--- config.mk ---
export PLATFORM = sky130hd
export DESIGN_NAME = fifo_rd_stream
export DESIGN_NICKNAME = d
export VERILOG_FILES = /design/src/rtl/fifo_rd_stream.sv
export SDC_FILE = /design/constraint.sdc
export NUM_CORES = 1
export LEC_CHECK = 0
export CORE_UTILIZATION = 45
export DETAILED_ROUTE_END_ITERATION = 10
export MAX_ROUTING_LAYER = met4
export PLACE_DENSITY = 0.73
export SYNTH_ARGS = -nofsm -noshare
export SYNTH_HDL_FRONTEND = slang
export SYNTH_SLANG_ARGS = --single-unit
--- constraint.sdc ---
create_clock -name clk -period 3.8 [get_ports clk]
set_input_delay 0.95 -clock clk [delete_from_list [all_inputs] [get_ports clk]]
set_output_delay 0.95 -clock clk [all_outputs]
set_load 0.1 [all_outputs]
--- src/rtl/fifo_rd_stream.sv ---
// fifo_rd_stream: read-side adapter that drains a synchronous FIFO
// (one-cycle read latency) into a valid/ready stream. A 2-entry buffer
// plus a credit check on issued reads keeps the stream at full rate
// without overflowing the buffer or losing/duplicating words.
module fifo_rd_stream #(
  parameter int FIFO_WIDTH = 16,
  parameter int CNT_W      = 16
) (
  input  logic                  clk,
  input  logic                  rst,
  input  logic                  enable,
  input  logic                  fifo_empty,
  input  logic [FIFO_WIDTH-1:0] fifo_dout,
  output logic                  fifo_rd_en,
  output logic                  m_valid,
  output logic [FIFO_WIDTH-1:0] m_data,
  input  logic                  m_ready,
  output logic [CNT_W-1:0]      rd_count,
  output logic                  busy
);

  // Two-entry holding buffer with 1-bit ring pointers.
  logic [FIFO_WIDTH-1:0] r_buf [2];
  logic                  r_rptr;
  logic                  r_wptr;
  logic [1:0]            r_occ;
  logic                  r_inflight;
  logic [CNT_W-1:0]      r_rd_count;

  logic                  w_valid;
  logic                  w_pop;
  logic [2:0]            w_occ_next;
  logic                  w_rd_en;

  // Handshake, occupancy projection and read-credit decision. The projected
  // occupancy counts the word already in flight and credits a pop happening
  // this cycle, so reads restart in the same cycle backpressure releases.
  always_comb begin
    w_valid    = (r_occ != 2'd0);
    w_pop      = w_valid & m_ready;
    w_occ_next = {1'b0, r_occ} + {2'b00, r_inflight} - {2'b00, w_pop};
    w_rd_en    = ~rst & enable & ~fifo_empty & (w_occ_next < 3'd2);
  end

  // Buffer contents: capture the FIFO word one cycle after its read strobe.
  always_ff @(posedge clk or posedge rst) begin
    if (rst) begin
      r_buf[0] <= '0;
      r_buf[1] <= '0;
      r_wptr   <= 1'b0;
    end else if (r_inflight) begin
      r_buf[r_wptr] <= fifo_dout;
      r_wptr        <= ~r_wptr;
    end
  end

  // Control state: read pointer, occupancy, in-flight flag, delivery count.
  always_ff @(posedge clk or posedge rst) begin
    if (rst) begin
      r_rptr     <= 1'b0;
      r_occ      <= 2'd0;
      r_inflight <= 1'b0;
      r_rd_count <= '0;
    end else begin
      if (w_pop) begin
        r_rptr     <= ~r_rptr;
        r_rd_count <= r_rd_count + CNT_W'(1);
      end
      r_occ      <= w_occ_next[1:0];
      r_inflight <= w_rd_en;
    end
  end

  // Outputs come straight from registered state (except the read strobe).
  always_comb begin
    fifo_rd_en = w_rd_en;
    m_valid    = w_valid;
    m_data     = r_buf[r_rptr];
    rd_count   = r_rd_count;
    busy       = w_valid | r_inflight;
  end

endmodule

==> results by group <==
Run status
  – Run status: complete, no violations

Critical path
  – Crit-path slowest cell: fa_1
  – Critical Path Sink Type: primary output
  – Element type at the critical path start: primary input
  – Critical Path RT: approximately 2.9 ns
  – Crit Path Max Fanout: 2
  – Worst path max stage delay: 0.42 ns
  – WP data arrival: roughly 2.8 ns
  – CP Class: primary input to primary output
  – Critical-path cell list: dlygate4sd2_1 > o21a_1 > ha_1 > inv_1 > ha_2 > fa_1 > nor2_1 > and4_4 > buf_12

Logic synthesis
  – Post-synth EDFFs: 0
  – Ys async rst share: 1.00
  – Commonest cells in the netlist: 53 x dfrtp_1, 48 x mux2_2, 12 x xnor2_1, 7 x nand2_1, 6 x inv_1
  – Synth Flop Type: dfrtp_1
  – Mean Syn Cell Area: 14.3 um2
  – Post-synth net total: roughly 190
  – Post-Syn Area: 2370 um2
  – Syn. warnings: 0
  – Synth top area share: 0.559
  – Sequential-to-total area share from yosys stat: 0.559
  – #FFs+latches synth: 53
  – Area leader, netlist: dfrtp_1
  – Unique masters post-synth: 26
  – Cells after Synth: 166
  – Main area contributors after synthesis: dfrtp_1 56%, mux2_2 23%, xnor2_1 4.4%
  – Top-count cell post-synth: dfrtp_1

Place
  – Routability-driven placement congestion ratio: roughly 0.67
  – Post-DP HPWL: roughly 2800 um
  – Dpl cells: between 200 and 300
  – IO buf count: between 50 and 60

Routing
  – DRT antenna net count: 0
  – Via Count: around 1400
  – # DRC: 0
  – WL/cell: 13.7 um
  – DR pass1 iterations: 4
  – DRT Wirelength: 4060 um
  – Via density: roughly 5
  – First-iteration detailed-routing DRC count: 27

Global route
  – Vias in the first global route: about 1400
  – Grt ovf: 0
  – First-pass GRT wire length: ~6500 um
  – Largest net degree at the start of global routing: between 50 and 60
  – GR Util All Layers: 0.160
  – Initial antenna violation count: 0

Layout
  – Share of layout cells above drive strength 1: 0.394
  – Register area: 1330 um2
  – Layout fillers: 442
  – Diodes inserted: 0
  – Cell Count, Final, Fillers Out: 296
  – Area delta synth->final: 28.7%
  – Nets: 250
  – Area occupied by multi-input gates: 985 um2

Floorplanning
  – IO Count: 56
  – Die width: between 70 and 80 um
  – Placement Rows: 26
  – Die area: roughly 5600 um2
  – Die height: between 70 and 80 um
  – Core area: just over 5000 um2
  – Initial Util: 0.465

Timing
  – Slew HR: 0.353
  – Peak Freq: 270 MHz
  – Final clock skew: 0.00149 ns
  – Slew @ Worst Pin: between 0.9 and 1 ns
  – Tcrit/Tclk final: 0.974
  – Fin crit period: 3.70 ns
  – Unrepaired setup endpoints after global routing: no
  – Final setup viols: 0
  – Final Hold Fails: 0
  – Max-slew violations: 0

Clocking
  – Root Buffer: clkbuf_8
  – Clk buf depth: 2
  – Clock transition at path regs: around 0.09 ns
  – Clock Latency Late Sink: approximately 0.29 ns
  – CTS sink count: between 50 and 60
  – CTS H-tree lvls: 2
  – Hold-fix buffers at CTS: 0
  – CTS tree: built
  – Total CTS buffers: 5

Job
  – Max-cap violation count: 0

Min path
  – Worst Hold Class: flop to flop
[final timing paths]
check,from,slack [ns],end,cells after the start
worst min-delay path,rd_count[15],0.48,rd_count[15],1
min in group asynchronous,rst,1.23,r_buf[29],3
worst min register to register,rd_count[15],0.48,rd_count[15],1
worst max-delay path,m_ready,0.10,fifo_rd_en,9
max in group asynchronous,rst,2.14,r_buf[11],3
worst max register to register,r_occ[1],1.81,r_inflight,7
[worst max-delay path: cells and delay by family]
family / cells / cell delay, ns
adders and majority gates: 3 / 0.87
buffers and inverters: 3 / 0.46
and+or+nand+nor: 2 / 0.34
AOI/OAI and AO/OA: 1 / 0.11
[sequential cells by signal, indices dropped and copies added, names as in the netlist]
signal / flops
r_wptr: 1
r_occ: 2
rd_count: 16
r_inflight: 1
r_buf: 32
r_rptr: 1
[cell usage in the layout, fill, tap and decap left out, drive strengths merged, types with 4 or more instances in the layout]
master and count:
nor2 4, xor2 5, mux2 49, clkbuf 6, nand2 7, clkdlybuf4s50 34
xnor2 13, nand3 5, inv 5, buf 23, nand4 5, dfrtp 53
[metal layers]
layer,track usage,vias to the layer above,share of wire
li1,-,689,-
met1,0.201,718,0.46
met2,0.268,36,0.49
met3,0.0321,2,0.049
met4,0.0377,0,0.0017
met5,-,-,0
[cell type report]
class / instances / share of cell area
flip-flops and latches: 53 / 0.434
multi-input cells: 101 / 0.322
repair buffers: 58 / 0.175
well taps: 70 / 0.0287
clock buffers: 6 / 0.0270
inverters: 6 / 0.00860
clock inverters: 2 / 0.00450
[cells by family (layout without fill, tap and decap cells)]
kind of cell | count (synthesis) | count (layout) | synth area share
AO/OA/AOI/OAI | 1 | 1 | 0.00316
XOR/XNOR | 18 | 18 | 0.0696
adder cells (fa/ha/maj) | 4 | 4 | 0.0243
buffers and inverters | 12 | 72 | 0.0285
flip-flops | 53 | 53 | 0.559
multiplexers | 49 | 49 | 0.232
AND/OR/NAND/NOR | 29 | 29 | 0.0833
[metrics by stage]
stage	cell area, um2	hold WS [ns]	utilization	setup TNS [ns]	setup WS, ns
2_1_floorplan	2380	0.454	-	0	0.114
3_3_place_gp	2950	0.463	0.577	-0.0840	-0.0840
3_5_place_dp	2950	0.468	0.577	-0.128	-0.128
4_1_cts	3060	0.481	0.598	0	0.0616
5_1_grt	3060	0.493	0.598	0	0.00670
6_report	3060	0.479	0.598	0	0.100
[repair_timing]
item	4_1_cts	5_1_grt
setup endpoints to repair	1	1
gates cloned	0	0
pin swaps	4	2
gates resized for setup	3	0
setup buffers	1	0
Power is not shown: default switching activity piles up to over one toggle a cycle in this logic, so the estimate is an artifact.
